`src/rtl/cpu_pkg.sv`:
```
// cpu_pkg - shared definitions for multicycle_cpu.
//   Opcodes of the 16-bit instruction set, FSM state type, 3-bit ALU
//   control codes and small decode helpers.
//   Optional feature macro: CPU_BNE_EN (opcode 1001 decodes as bne when
//   defined, and is illegal otherwise).
package cpu_pkg;

  // Opcodes, IR[15:12]
  localparam logic [3:0] OP_ADD  = 4'b0000;
  localparam logic [3:0] OP_SUB  = 4'b0001;
  localparam logic [3:0] OP_AND  = 4'b0010;
  localparam logic [3:0] OP_OR   = 4'b0011;
  localparam logic [3:0] OP_ADDI = 4'b0100;
  localparam logic [3:0] OP_LW   = 4'b0101;
  localparam logic [3:0] OP_SW   = 4'b0110;
  localparam logic [3:0] OP_SLT  = 4'b0111;
  localparam logic [3:0] OP_BEQ  = 4'b1000;
  localparam logic [3:0] OP_BNE  = 4'b1001;

  // ALU control codes
  localparam logic [2:0] ALU_AND = 3'b000;
  localparam logic [2:0] ALU_OR  = 3'b001;
  localparam logic [2:0] ALU_ADD = 3'b010;
  localparam logic [2:0] ALU_SUB = 3'b110;
  localparam logic [2:0] ALU_SLT = 3'b111;

  typedef enum logic [2:0] {
    FETCH,
    DECODE,
    EXEC,
    MEM,
    WB
  } state_t;

  function automatic logic op_legal(input logic [3:0] op);
    case (op)
      OP_ADD, OP_SUB, OP_AND, OP_OR, OP_ADDI,
      OP_LW, OP_SW, OP_SLT, OP_BEQ: return 1'b1;
`ifdef CPU_BNE_EN
      OP_BNE:                       return 1'b1;
`endif
      default:                      return 1'b0;
    endcase
  endfunction

  function automatic logic op_is_rtype(input logic [3:0] op);
    return (op == OP_ADD) || (op == OP_SUB) || (op == OP_AND) ||
           (op == OP_OR)  || (op == OP_SLT);
  endfunction

  // Branches compare by subtraction and test the zero flag.
  function automatic logic [2:0] alu_ctl_of(input logic [3:0] op);
    case (op)
      OP_SUB, OP_BEQ, OP_BNE: return ALU_SUB;
      OP_AND:                 return ALU_AND;
      OP_OR:                  return ALU_OR;
      OP_SLT:                 return ALU_SLT;
      default:                return ALU_ADD;
    endcase
  endfunction

endpackage

```
`src/rtl/cpu_alu.sv`:
```
// cpu_alu - combinational ALU of multicycle_cpu.
//   ctl    : 3-bit ALU control code (cpu_pkg ALU_*)
//   a, b   : DATA_W-bit operands
//   result : DATA_W-bit result, wraps modulo 2^DATA_W; slt is signed, 1/0
//   zero   : result == 0
module cpu_alu
  import cpu_pkg::*;
#(
  parameter int DATA_W = 16
) (
  input  logic [2:0]        ctl,
  input  logic [DATA_W-1:0] a,
  input  logic [DATA_W-1:0] b,
  output logic [DATA_W-1:0] result,
  output logic              zero
);

  // NOTE: every output of a combinational block gets a default first, so
  // no path leaves it unassigned and no latch is inferred.
  always_comb begin
    result = '0;
    case (ctl)
      ALU_AND: result = a & b;
      ALU_OR:  result = a | b;
      ALU_ADD: result = a + b;
      ALU_SUB: result = a - b;
      ALU_SLT: result = DATA_W'($signed(a) < $signed(b));
      default: result = '0;
    endcase
  end

  assign zero = (result == '0);

endmodule

```
`src/rtl/multicycle_cpu.sv`:
```
// multicycle_cpu - multi-cycle core for the 16-bit-instruction MIPS subset.
//   Shared instruction/data memory port with request/ready handshake.
//   Parameters: DATA_W (16..64) datapath width, ADDR_W word-address/PC width.
//   Ports:
//     clock, reset          : rising-edge clock, synchronous active-high reset
//     mem_req/we/addr/wdata : memory request (held stable until mem_ready)
//     mem_rdata, mem_ready  : read data (instruction in [15:0]), completion
//     pc, ir                : current PC and latched instruction
//     wb_valid, wb_data     : one-cycle pulse and value of a register write
//     illegal               : one-cycle pulse when an undefined opcode decodes
//   Optional feature macro: CPU_BNE_EN (enables bne on opcode 1001).
module multicycle_cpu
  import cpu_pkg::*;
#(
  parameter int DATA_W = 16,
  parameter int ADDR_W = 10
) (
  input  logic              clock,
  input  logic              reset,
  output logic              mem_req,
  output logic              mem_we,
  output logic [ADDR_W-1:0] mem_addr,
  output logic [DATA_W-1:0] mem_wdata,
  input  logic [DATA_W-1:0] mem_rdata,
  input  logic              mem_ready,
  output logic [ADDR_W-1:0] pc,
  output logic [15:0]       ir,
  output logic              wb_valid,
  output logic [DATA_W-1:0] wb_data,
  output logic              illegal
);

  state_t            state, state_next;
  logic [DATA_W-1:0] regs [4];
  logic [DATA_W-1:0] a_q, b_q, alu_out_q, mdr_q;

  logic [3:0] op;
  logic [1:0] rs, rt, rd, wb_dst;
  logic [DATA_W-1:0] imm_ext, alu_b, alu_result, wb_value;
  logic [ADDR_W-1:0] br_off;
  logic [2:0] alu_ctl;
  logic alu_zero, xfer_done, is_branch, br_taken;

  assign op      = ir[15:12];
  assign rs      = ir[11:10];
  assign rt      = ir[9:8];
  assign rd      = ir[7:6];
  assign imm_ext = {{(DATA_W-8){ir[7]}}, ir[7:0]};
  assign br_off  = {{(ADDR_W-8){ir[7]}}, ir[7:0]};

  assign alu_ctl = alu_ctl_of(op);
  assign alu_b   = (op == OP_ADDI || op == OP_LW || op == OP_SW) ? imm_ext : b_q;

  cpu_alu #(.DATA_W(DATA_W)) u_alu (
    .ctl    (alu_ctl),
    .a      (a_q),
    .b      (alu_b),
    .result (alu_result),
    .zero   (alu_zero)
  );

  assign xfer_done = mem_req && mem_ready;
  assign is_branch = (op == OP_BEQ) || (op == OP_BNE);
  // bne can only reach EXEC when op_legal admits it.
  assign br_taken  = ((op == OP_BEQ) && alu_zero) || ((op == OP_BNE) && !alu_zero);

  assign wb_dst   = op_is_rtype(op) ? rd : rt;
  assign wb_value = (op == OP_LW) ? mdr_q : alu_out_q;
  assign wb_valid = (state == WB);
  assign wb_data  = wb_valid ? wb_value : '0;
  assign illegal  = (state == DECODE) && !op_legal(op);

  always_comb begin
    state_next = state;
    case (state)
      FETCH:  if (xfer_done) state_next = DECODE;
      DECODE: state_next = op_legal(op) ? EXEC : FETCH;
      EXEC: begin
        if (is_branch)                         state_next = FETCH;
        else if (op == OP_LW || op == OP_SW)   state_next = MEM;
        else                                   state_next = WB;
      end
      MEM:    if (xfer_done) state_next = (op == OP_SW) ? FETCH : WB;
      WB:     state_next = FETCH;
      default: state_next = FETCH;
    endcase
  end

  // NOTE: all state here is updated with non-blocking assignments so every
  // register samples pre-edge values, independent of statement order.
  always_ff @(posedge clock) begin
    if (reset) begin
      state     <= FETCH;
      pc        <= '0;
      ir        <= '0;
      mem_req   <= 1'b0;
      mem_we    <= 1'b0;
      mem_addr  <= '0;
      mem_wdata <= '0;
      a_q       <= '0;
      b_q       <= '0;
      alu_out_q <= '0;
      mdr_q     <= '0;
      // NOTE: the register file is only four words of flops, so it is
      // cleared by reset like any other state; $0 is simply never written.
      for (int i = 0; i < 4; i++) regs[i] <= '0;
    end else begin
      state <= state_next;
      case (state)
        // mem_req is raised one cycle after entering FETCH/MEM and dropped
        // on the completing edge, so requests never run back to back.
        FETCH: begin
          if (!mem_req) begin
            mem_req  <= 1'b1;
            mem_we   <= 1'b0;
            mem_addr <= pc;
          end else if (mem_ready) begin
            mem_req <= 1'b0;
            ir      <= mem_rdata[15:0];
            pc      <= pc + ADDR_W'(1);
          end
        end
        DECODE: begin
          a_q <= regs[rs];
          b_q <= regs[rt];
        end
        EXEC: begin
          alu_out_q <= alu_result;
          // pc already points past the branch, so target = old PC+1+imm.
          if (is_branch && br_taken) pc <= pc + br_off;
        end
        MEM: begin
          if (!mem_req) begin
            mem_req   <= 1'b1;
            mem_we    <= (op == OP_SW);
            mem_addr  <= alu_out_q[ADDR_W-1:0];
            mem_wdata <= b_q;
          end else if (mem_ready) begin
            mem_req <= 1'b0;
            mem_we  <= 1'b0;
            mdr_q   <= mem_rdata;
          end
        end
        WB: begin
          if (wb_dst != 2'd0) regs[wb_dst] <= wb_value;
        end
        default: ;
      endcase
    end
  end

endmodule

```
`config.mk`:
```
export PLATFORM = sky130hd
export DESIGN_NAME = multicycle_cpu
export DESIGN_NICKNAME = d
export VERILOG_FILES = /design/src/rtl/cpu_pkg.sv /design/src/rtl/cpu_alu.sv /design/src/rtl/multicycle_cpu.sv
export SDC_FILE = /design/constraint.sdc
export NUM_CORES = 1
export LEC_CHECK = 0
export ABC_AREA = 1
export CORE_ASPECT_RATIO = 0.6
export CORE_MARGIN = 10
export CORE_UTILIZATION = 55
export DETAILED_ROUTE_END_ITERATION = 12
export HOLD_SLACK_MARGIN = 0.05
export PLACE_DENSITY = 0.87
export SLEW_MARGIN = 25
export SYNTH_ARGS = -nofsm -noshare
export SYNTH_HDL_FRONTEND = slang
export SYNTH_SLANG_ARGS = --single-unit
```
`constraint.sdc`:
```
create_clock -name clock -period 6.3 [get_ports clock]
set_input_delay 1.26 -clock clock [delete_from_list [all_inputs] [get_ports clock]]
set_output_delay 1.26 -clock clock [all_outputs]
set_load 0.02 [all_outputs]
```
==> impl_metrics.json <==
{
  "outcome": "finished, final reports clean",
  "clk_latency_ns": 0.45,
  "clock-sinks": 186,
  "period_minus_slack_ns": 5.24,
  "routabilityCongestion": 1.06,
  "place_hpwl_um": 27300,
  "skew_ns": 0.0137,
  "yosysMostFrequentCell": "nand2_1",
  "crit_path_end_kind": "flop",
  "diodes": 0,
  "power_density_nw_per_um2": 522,
  "hold_path_class": "flop to flop",
  "hold_buffers": 0,
  "cts_buffers": 17,
  "grt_use_total_pct": 26.9,
  "finish.utilization_pct": 64.8,
  "synth.top_cells.by_count": "nand2_1 (287), nor2_1 (245), inv_1 (240), o21ai_0 (237), a21oi_1 (134)",
  "synth_cell_types": 40,
  "crit_type": "flop to flop",
  "finalWirelength_um": 37300,
  "critPathMaxStageDelay_ns": 0.55,
  "synth_area_leaders": "dfxtp_1 (21%), edfxtp_1 (17%), o21ai_0 (10%)",
  "cts.root.buffer_cell": "clkbuf_16",
  "die_x_um": 206,
  "ys_warn_count": 0,
  "cts_tree": "done",
  "layout-drive-gt1-share_pct": 4.08,
  "grt_max_degree": 77,
  "irDropWorstVdd_mv": 0.315,
  "htreeDepth": 4,
  "io_pins": 91,
  "drcViolationCount": 0,
  "rsz0062_at_grt": "no",
  "cpMaxStageDelayCell": "nor2_1",
  "crit_required_ns": 6.65,
  "grt_pass1_wl_um": 57500,
  "dieArea_um2": 27000,
  "start_util_pct": 56.3,
  "timing.hold.ws_ns": 0.488,
  "final_nets": 1791,
  "cts_resized": 0,
  "drt_iter0_markers": 1425,
  "crit_fanout": 17,
  "place_ws_ns": 1.34,
  "netlist_area_um2": 11400,
  "core-area_um2": 20200,
  "worstMarginPinSlew_ns": 1.06,
  "r2r_cells": 27,
  "max-slew-margin-rel_pct": 28.5,
  "setup_viol": 0,
  "p_leak_nw": 5.85,
  "synth_edf_count": 64,
  "synth_top_area_share_pct": 21.5,
  "grt_overflow": 0,
  "fin_crit_sh_pct": 83.2,
  "first_pass_iters": 10,
  "ant_nets": 0,
  "postSynthCellCount": 1639,
  "post_cts.repair.setup_buffers": 0,
  "ys.flop_type": "dfxtp_1",
  "ys_async_sr_fraction_pct": 0,
  "ys_ff_latch": 186,
  "arrival_ns": 5.59,
  "setup_ws_ns": 1.06,
  "yosys.area.top_type": "dfxtp_1",
  "vias": 11300,
  "area_growth_syn_to_layout_pct": 15.0,
  "max_freq_mhz": 191,
  "setup_tns_ns": 0,
  "die_y_um": 131,
  "num_rows": 40,
  "antenna_found_initial": 1,
  "synth.avg_cell_area_um2": 6.93,
  "wl_per_cell_um": 18.7,
  "cts_buffer_depth": 2,
  "finalHoldViolations": 0,
  "ys_seq_area_share_pct": 38.4,
  "crit_top_cell": "nand2_1",
  "clk_pin_slew_worst_paths_ns": 0.08,
  "grt_pass1_vias": 10500,
  "port-buffer-count": 90,
  "slew_viol_final": 0,
  "routed_via_density": 5.71,
  "holdPathStages": 2,
  "cap_violations": 0,
  "start_kind": "flop"
}
-- stage by stage --
step                power, mW  cells  cell area (um^2)
detailed placement       5.58   1955             12500
floorplan                4.35   1654             11400
global placement         5.54   1955             12500
CTS                      6.70   1987             13100
finish                   6.82   1987             13100
global route             7.32   1987             13100
-- report_power, final --
part	switching (mW)	total [mW]	leakage (nW)	internal (mW)
combinational	2.85	4.07	3.92	1.22
clock	0.503	1.10	0.291	0.596
sequential	0.192	1.66	1.65	1.47
-- flip-flops by register name (all words and copies together) (netlist names), named ones only --
register and flops:
alu_out_q 16, regs 64, mem_addr 10, mem_we 1, ir 16, pc 10
b_q 16, mem_wdata 16, state 3, mdr_q 16, a_q 16, mem_req 1
-- critical path: cells and delay by family (launching register included) --
kind,cells,cell delay (ns)
AOI/OAI and AO/OA,1,0.47
buffers and inverters,5,0.80
adders and majority gates,2,0.84
DFF,1,0.39
and+or+nand+nor,19,2.61
-- cells in the final DEF, fill, tap and decap left out, drive strengths merged, types with 16 or more instances in the layout --
master         count
clkbuf            18
nand2            293
a21oi            137
edfxtp            64
conb              16
clkdlybuf4s50     89
nor2             249
dfxtp            122
o21ai            239
nand3             72
ha                68
inv              251
-- worst paths after layout --
path                        start                          to  slack, ns
max reg2reg   ir[14]$_SDFFE_PP0P_          pc[4]$_SDFFE_PP0P_       1.06
max           ir[14]$_SDFFE_PP0P_          pc[4]$_SDFFE_PP0P_       1.06
min          b_q[12]$_SDFFE_PP0N_  mem_wdata[12]$_SDFFE_PP0P_       0.49
min reg2reg  b_q[12]$_SDFFE_PP0N_  mem_wdata[12]$_SDFFE_PP0P_       0.49
-- cell type report --
class	instances	area, um^2
clock buffer	18	430
clock inverter	14	161
fill	1721	7100
inverter	250	938
multi-input combinational	1144	5840
sequential	186	4360
tap	273	342
timing repair buffer	102	986
-- cell families (layout without fill, tap and decap cells) --
group | after synthesis | count (layout) | share of synthesized area [%]
AOI/OAI and AO/OA | 404 | 404 | 18.5
xor gates and xnor gates | 9 | 9 | 0.694
adders and majority gates | 71 | 71 | 8.02
buffers and inverters | 324 | 384 | 11.0
DFF | 186 | 186 | 38.4
muxes | 10 | 10 | 0.881
other | 1 | 16 | 0.0330
and+or+nand+nor | 634 | 634 | 22.5
-- metal layers --
| layer | global-route usage, % | share of wire (%) |
|---|---|---|
| met5 | 0 | 0.035 |
| met1 | 37.7 | 43 |
| met4 | 9.39 | 3.0 |
| met3 | 9.72 | 14 |
| met2 | 36.9 | 40 |
No activity file was read; power rests on OpenSTA's default activity.
